`config.mk`:
```
export PLATFORM = sky130hd
export DESIGN_NAME = spfp_mul_seq
export DESIGN_NICKNAME = d
export VERILOG_FILES = /design/src/rtl/spfp_mul_seq.sv
export SDC_FILE = /design/constraint.sdc
export NUM_CORES = 1
export LEC_CHECK = 0
export BUFFER_PORTS_ARGS = -buffer_cell sky130_fd_sc_hd__buf_2
export CORE_ASPECT_RATIO = 0.75
export CORE_MARGIN = 1
export CORE_UTILIZATION = 28
export CTS_CLUSTER_SIZE = 10
export DETAILED_ROUTE_END_ITERATION = 8
export GPL_TIMING_DRIVEN = 0
export MAX_ROUTING_LAYER = met4
export PLACE_DENSITY = 0.53
export SYNTH_ARGS = -nofsm -noshare
export SYNTH_HDL_FRONTEND = slang
export SYNTH_SLANG_ARGS = --single-unit
```
`constraint.sdc`:
```
create_clock -name clk -period 16.2 [get_ports clk]
set_input_delay 1.62 -clock clk [delete_from_list [all_inputs] [get_ports clk]]
set_output_delay 1.62 -clock clk [all_outputs]
set_load 0.05 [all_outputs]
```
`src/rtl/spfp_mul_seq.sv`:
```
// rtl/spfp_mul_seq.sv - iterative IEEE-754 single-precision multiplier
// One shift-add step per cycle over 24 cycles, then round-to-nearest-even.
module spfp_mul_seq (
  input  logic        clk,
  input  logic        rst_n,
  input  logic        in_valid,
  output logic        in_ready,
  input  logic [31:0] n1,
  input  logic [31:0] n2,
  output logic        out_valid,
  input  logic        out_ready,
  output logic [31:0] z,
  output logic        ovf,
  output logic        unf
);

  localparam logic [1:0] IDLE  = 2'd0;
  localparam logic [1:0] MULT  = 2'd1;
  localparam logic [1:0] ROUND = 2'd2;
  localparam logic [1:0] DONE  = 2'd3;

  logic [1:0]        state_q, state_d;
  logic              s_q, s_d;
  logic signed [9:0] es_q, es_d;
  logic [23:0]       ma_q, ma_d;
  logic [23:0]       mb_q, mb_d;
  logic [47:0]       p_q, p_d;
  logic [4:0]        cnt_q, cnt_d;
  logic [31:0]       z_q, z_d;
  logic              ovf_q, ovf_d;
  logic              unf_q, unf_d;

  logic              s_in;
  logic              a_zero, b_zero, a_inf, b_inf, a_nan, b_nan;
  logic [47:0]       addend;
  logic [23:0]       rnd_sig;
  logic              guard, sticky, round_up;
  logic [24:0]       rnd_sum;
  logic [22:0]       mant;
  logic signed [9:0] es_adj;

  assign in_ready  = (state_q == IDLE);
  assign out_valid = (state_q == DONE);
  assign z         = z_q;
  assign ovf       = ovf_q;
  assign unf       = unf_q;

  assign s_in   = n1[31] ^ n2[31];
  assign a_zero = (n1[30:23] == 8'h00);
  assign b_zero = (n2[30:23] == 8'h00);
  assign a_inf  = (n1[30:23] == 8'hFF) && (n1[22:0] == 23'h0);
  assign b_inf  = (n2[30:23] == 8'hFF) && (n2[22:0] == 23'h0);
  assign a_nan  = (n1[30:23] == 8'hFF) && (n1[22:0] != 23'h0);
  assign b_nan  = (n2[30:23] == 8'hFF) && (n2[22:0] != 23'h0);

  assign addend = {24'h0, ma_q} << cnt_q;

  // P[47] selects the normalisation; a rounding carry clears bit 23, which masks the field to zero
  always_comb begin
    rnd_sig  = p_q[47] ? p_q[47:24] : p_q[46:23];
    guard    = p_q[47] ? p_q[23] : p_q[22];
    sticky   = p_q[47] ? (|p_q[22:0]) : (|p_q[21:0]);
    round_up = guard & (sticky | rnd_sig[0]);
    rnd_sum  = {1'b0, rnd_sig} + {24'h0, round_up};
    mant     = rnd_sum[22:0] & {23{rnd_sum[23]}};
    es_adj   = es_q - (p_q[47] ? 10'sd126 : 10'sd127) + (rnd_sum[24] ? 10'sd1 : 10'sd0);
  end

  always_comb begin
    state_d = state_q;
    s_d     = s_q;
    es_d    = es_q;
    ma_d    = ma_q;
    mb_d    = mb_q;
    p_d     = p_q;
    cnt_d   = cnt_q;
    z_d     = z_q;
    ovf_d   = ovf_q;
    unf_d   = unf_q;
    case (state_q)
      IDLE: begin
        if (in_valid) begin
          s_d   = s_in;
          es_d  = $signed({2'b00, n1[30:23]}) + $signed({2'b00, n2[30:23]});
          ma_d  = {1'b1, n1[22:0]};
          mb_d  = {1'b1, n2[22:0]};
          p_d   = '0;
          cnt_d = '0;
          ovf_d = 1'b0;
          unf_d = 1'b0;
          if (a_nan || b_nan || (a_inf && b_zero) || (b_inf && a_zero)) begin
            z_d     = 32'h7FC0_0000;
            state_d = DONE;
          end else if (a_inf || b_inf) begin
            z_d     = {s_in, 8'hFF, 23'h0};
            state_d = DONE;
          end else if (a_zero || b_zero) begin
            z_d     = {s_in, 31'h0};
            state_d = DONE;
          end else begin
            state_d = MULT;
          end
        end
      end
      MULT: begin
        if (mb_q[0]) p_d = p_q + addend;
        mb_d  = {1'b0, mb_q[23:1]};
        cnt_d = cnt_q + 5'd1;
        if (cnt_q == 5'd23) state_d = ROUND;
      end
      ROUND: begin
        if (es_adj >= 10'sd255) begin
          z_d   = {s_q, 8'hFF, 23'h0};
          ovf_d = 1'b1;
        end else if (es_adj <= 10'sd0) begin
          z_d   = {s_q, 31'h0};
          unf_d = 1'b1;
        end else begin
          z_d = {s_q, es_adj[7:0], mant};
        end
        state_d = DONE;
      end
      default: begin
        if (out_ready) state_d = IDLE;
      end
    endcase
  end

  always_ff @(posedge clk or negedge rst_n) begin
    if (!rst_n) begin
      state_q <= IDLE;
      s_q     <= 1'b0;
      es_q    <= '0;
      ma_q    <= '0;
      mb_q    <= '0;
      p_q     <= '0;
      cnt_q   <= '0;
      z_q     <= '0;
      ovf_q   <= 1'b0;
      unf_q   <= 1'b0;
    end else begin
      state_q <= state_d;
      s_q     <= s_d;
      es_q    <= es_d;
      ma_q    <= ma_d;
      mb_q    <= mb_d;
      p_q     <= p_d;
      cnt_q   <= cnt_d;
      z_q     <= z_d;
      ovf_q   <= ovf_d;
      unf_q   <= unf_d;
    end
  end

endmodule

```
* After elaboration in Yosys (flattened, before gate mapping)
Cells that the tools add are included.
Widths: inputs -> output; s select.
** Word-level totals
- Register bits after elaboration :: 148
- Input bits :: 68
- Output and inout bits :: 36
- Word-level logic and storage cells :: 98
** Operators by class
- Add/sub/neg operators :: 6
- $lt $le $gt $ge :: 2
- Equality and inequality tests :: 13
- Shift operators :: 1
- Muxes and demuxes :: 32
- Bitwise gates (word level) :: 4
- Reduce and logical (&&, ||, !) cells :: 30
** Operators with widths (number)
- $mux 32 :: 4
- $mux 48 :: 2
- $pmux 48 s2 :: 1
- $pmux 32 s2 :: 1
- $mux 31 :: 2
- $add 48x48->48 :: 1
- $mux 24 :: 2
- $pmux 24 s2 :: 1
- $shl 24x5->48 :: 1
- $logic_not 23->1 :: 2
- $reduce_bool 23->1 :: 2
- $add 24x1->25 :: 1
- $and 23x23->23 :: 1
- $reduce_or 23->1 :: 1
- $reduce_or 22->1 :: 1
- $eq 8x8->1 const B :: 2
- $logic_not 8->1 :: 2
- $mux 2 :: 6
- $ne 2x2->1 const B :: 6
- $reduce_and 3->1 :: 4
- $add 10x2->10 :: 1
- $ge 10x9->1 const B :: 1
- $le 10x1->1 const B :: 1
- $pmux 5 s2 :: 1
- 21 further kinds :: 41

* Logic depth before layout (Yosys ltp)
- Depth after elaboration :: 11
- Depth in mapped cells :: 25
- Depth with buffers taken out :: 20

* Least setup slack after synthesis
Ideal clock, no wire load.
- Path kind :: register -> register
- From :: register p_q[47]
- To :: register z_q[10], in the netlist z[10]
- Setup time :: 0.067 ns
- Arrival time :: 5.080 ns
- Required time :: 16.133 ns
- Path slack :: 11.053 ns
- Stages on the path, launching flop included :: 26
- Buffers on the path :: 5
- Period minus slack after synthesis :: 5.147 ns
- Path through :: dfrtp_1 buf_2 buf_2 clkbuf_1 buf_1 nand2_1 a21boi_0 ha_1 nor4b_2 and3_1 and2_1 o211ai_1 ha_1 inv_1 ha_1 fa_1 nand3_1 xnor2_1 nor4_1 nand3_1 nor3_1 a21oi_2 o31ai_2 nor4_4 buf_6 a22o_1
** On the way
- Cells in the longest elaborated chain, start to end :: 10
- Elaborated cells on any way between the ends :: 16
- Classes of those cells :: add/sub (3); order compare (2); mux (8); bitwise (3)
** RTL lines
- from (decl) :: RTL line 27 : logic [47:0] p_q, p_d;
- from (signal assigned) :: RTL line 147 : p_q <= p_d;
- $mux 1 or $mux 24 (tied branches) :: RTL line 62, 60
- $or 1x1->1 :: RTL line 63 : round_up = guard & (sticky | rnd_sig[0]);
- $and 1x1->1 :: RTL line 63
- $add 24x1->25 :: RTL line 64 : rnd_sum = {1'b0, rnd_sig} + {24'h0, round_up};
- $mux 1 :: RTL line 66 : es_adj = es_q - (p_q[47] ? 10'sd126 : 10'sd127) + (rnd_sum[24] ? 10'sd1 : 10'sd0);
- $add 10x2->10 :: RTL line 66
- $le 10x1->1 :: RTL line 115 : end else if (es_adj <= 10'sd0) begin
- $mux 31 :: RTL line 115
- $mux 31 (*) :: RTL line 112 : if (es_adj >= 10'sd255) begin
- $pmux 32 s2 (*) :: RTL line 80 : case (state_q)
- to (signal assigned) :: RTL line 149 : z_q <= z_d;
- to (decl) :: RTL line 29 : logic [31:0] z_q, z_d;
Every way passes the cells marked *; elsewhere a longest branch is shown, timed or not.
A chain may end at the register's enable or synchronous reset.

* Worst setup path in the final report
- From :: register p_q[47]
- To :: register z_q[11], in the netlist z[11]
The elaborated chain is that of the path after synthesis.

==> summary.txt <==
Drt
  • Post-detailed-route count of antenna-violating nets: 0
  • Final routed wire length divided by cell count: 17.4 um
  • Routed vias/inst: 5.20
  • Via Count: 10560
  • Iteration-0 DRC count of the detailed router: 815
  • Detailed-route wire length: 35300 um
  • Number of DRC violations after detailed routing: 0
  • Detailed Routing Iterations Pass 1: 5

Die
  • Standard-cell rows: 64
  • Die boundary height: 179 um
  • Top Ports: 104
  • Starting density of the core: 28.5%
  • Die area: 0.0425 mm^2
  • Core area: 0.0409 mm^2
  • Die W: 238 um

Setup path
  • Critical path's top delay family: buffers and inverters
  • Start point of the critical path: p_q[47]$_DFFE_PN0P_
  • Crit path required time: 16.59 ns
  • Crit path buffers/inverters: 6
  • Endpoint class of the critical path: register
  • R2R setup slack: 9.45 ns
  • Endpoint of the most critical register-to-register path: z[11]$_DFFE_PN0P_
  • Depth of the worst register-to-register path: 25
  • Origin of the critical flop-to-flop path: p_q[47]$_DFFE_PN0P_
  • Levels on crit path: 25
  • CP max stage cell: nor4_4
  • Slowest Stage Delay on Critical Path: 0.56 ns
  • Critical Path End: z[11]$_DFFE_PN0P_
  • CP Class: register to register
  • Kind of start point of the critical path: register
  • Data arrival at the endpoint of the critical path: 7.14 ns
  • Most common cell type on the critical path: ha_1
  • Maximum fanout along the worst path: 10

Power
  • Leak pwr: 5.99 nW
  • Power dissipated by switching net loads: 1.20 mW
  • Combinational cell fraction of total power: 59.8%
  • Worst IR Drop VDD: 0.0000883 V
  • Cell-internal power: 1.25 mW
  • Part of the power in registers: 23.2%
  • Proportion of power drawn by the clock network: 17.0%
  • Power Dens Cells: 181 mW/mm^2
  • Switching power share of the total: 49.0%

Place
  • Post-DP HPWL: 28300 um
  • DP Area: 0.0129 mm^2
  • Pre-CTS worst setup slack: 9.40 ns
  • Final estimated routing congestion in global placement: 0.954
  • Number of I/O port buffers: 103

Clocking
  • Clock network latency to the later pin of the worst-skew pair: 0.45 ns
  • Hold-fix buffers at CTS: 0
  • Num Clock Sinks: 147
  • Post-cts sizing count: 0
  • Post CTS Setup Buffer Count: 0
  • Buffer levels on the longest clock path: 2
  • CTS tree: done
  • CTS clk-pin slew, worst paths: 0.06 ns
  • Buffer type at the clock tree root: clkbuf_16
  • CTS buffer count: 17
  • Number of levels in the clock H-tree: 4

STA
  • Share of the clock period used by the worst path after layout: 41.7%
  • Setup TNS Final: 0 ns
  • Final number of setup-violating endpoints: 0
  • Shortest period the worst path allows: 6.75 ns
  • Max Clock Freq: 148 MHz
  • Worst Slack Setup Final: 9.45 ns
  • Unrepaired setup endpoints after global routing: false
  • Clock Skew: 0.0102 ns
  • Slew at the pin closest to its max-slew limit: 0.916 ns
  • Final count of hold timing violations: 0
  • Pins Over Slew Limit: 0
  • Worst slew margin: 38.7%

GRT
  • Pin count of the biggest net entering global routing: 80
  • Antenna violations before repair: 0
  • Remaining global-route overflow: 0
  • Overall track demand over capacity in global routing: 17.8%
  • Via count of the first global-routing pass: 9964
  • Wire length of the first global-routing pass: 57300 um

Yosys
  • Share of the yosys chip area belonging to registers: 31.6%
  • Area of the mapped netlist: 0.0117 mm^2
  • Number of synthesized flops with an enable pin: 0
  • Top flip-flop cell by instance count after synthesis: dfrtp_1
  • Flop and latch count out of synthesis: 147
  • Syn nets: 1472
  • Average cell area after synthesis: 8.73 um^2
  • Distinct cells, synth: 80
  • FFs w/ async S/R, synth: 100%
  • Gate count of the mapped netlist: 1335
  • Number of synthesis warnings: 0

Final layout
  • Cell area after layout: 0.0135 mm^2
  • Final standard cell utilization of the core: 33.0%
  • Top library cells by usage in the layout, fill and taps aside: 159 x nand2_1, 147 x dfrtp_1, 111 x buf_2
  • Commonest non-fill, non-tap cell in the layout: nand2_1
  • Diode count: 0
  • Ratio of cells with drive above 1 in the final layout: 15.0%
  • NumNets Final: 1595
  • Layout overhead on the synthesized area: 16.0%

Min path
  • Path category of the worst min-delay check: register to register
  • Startpoint of the lowest-slack hold path: z[31]$_DFFE_PN0P_

Job
  • Maxcap violations: 0

Status
  • Status: complete, no violations
## power by group through the flow
stage	registers, mW	logic, mW	clock network (mW)
global route	0.584	1.62	0.440
CTS	0.567	1.45	0.425
detailed placement	0.574	1.44	0
finish	0.569	1.46	0.416
floorplan	0.587	1.03	0
global placement	0.570	1.43	0
## synth_stat cells (all sizes together) (22+ instances only)
library cell  instances  area share, %
nand2               160            5.2
mux2                 37            3.6
a22o                 67            5.0
a21oi                80            3.5
a21o                 40            2.6
nor2                 85            2.8
xnor2                50            3.8
nor4                 22            1.3
dfrtp               147             32
nand3                45            1.9
o21ai                94            4.1
mux2i                58            5.0
clkbuf               76            2.5
xor2                 36            2.7
ha                   66            7.1
nand4                26            1.4
## worst reg2reg max path: stages, from the launching register on
cell and delay, ns:
dfrtp_1 0.39, buf_2 0.27, buf_2 0.39, clkbuf_1 0.53
buf_1 0.56, nand2_1 0.10, a21boi_0 0.21, ha_1 0.30
nor4b_2 0.40, and3_1 0.33, and2_1 0.24, o211ai_1 0.13
ha_1 0.31, inv_1 0.04, ha_1 0.19, fa_1 0.42
nand3_1 0.12, xnor2_1 0.16, nor4_1 0.09, nand3_1 0.08
nor3_1 0.05, a21oi_2 0.31, o31ai_2 0.14, nor4_4 0.56
buf_6 0.23, a22o_1 0.13
## worst min-delay path by stage
stage | end | slack, ns | cells past startpoint
finish | z[31]$_DFFE_PN0P_ | 0.48 | 2
global route | mb_q[2]$_DFFE_PN0P_ | 0.51 | 2
CTS | z[31]$_DFFE_PN0P_ | 0.48 | 2
detailed placement | z[31]$_DFFE_PN0P_ | 0.47 | 2
global placement | mb_q[20]$_DFFE_PN0P_ | 0.46 | 2
floorplan | mb_q[10]$_DFFE_PN0P_ | 0.45 | 2
## layer usage
| metal | part of all wire, % | vias up | GRT usage, % |
|---|---|---|---|
| li1 | - | 5188 | - |
| met1 | 54 | 5098 | 26.6 |
| met2 | 39 | 250 | 24.0 |
| met3 | 5.5 | 24 | 3.73 |
| met4 | 0.88 | 0 | 3.82 |
| met5 | 0 | - | - |
## metrics by stage
stage / std cells / total power [mW] / hold WS [ns]
after global routing: 2032 / 2.64 / 0.512
after CTS: 2032 / 2.44 / 0.482
after floorplan: 1335 / 1.62 / 0.450
after global placement: 1999 / 2.00 / 0.461
after detailed placement: 2000 / 2.01 / 0.468
final: 2032 / 2.45 / 0.477
## flip-flops by register name, summed over array words and instances (netlist names)
signal and flops:
cnt_q 5, state_q 2, unf 1, ovf 1
p_q 48, mb_q 24, z 32, s_q 1
ma_q 24, es_q 9
## kinds of logic after synthesis
kind of cell	synth area share, %
buffers and inverters	4.07
adders and majority gates	7.60
muxes	10.1
DFF	31.6
and+or+nand+nor	17.1
AOI/OAI and AO/OA	23.1
xor gates and xnor gates	6.46
## layout make-up
class	count	area, um^2
plain buffers	94	388
clock buffers	20	457
clock inverters	12	156
fillers	4283	27400
inverters	23	86.3
multi-input cells	1071	7500
flip-flops and latches	147	3680
well taps	561	702
repair buffers	104	549
Power figures use the tool's default switching activity.
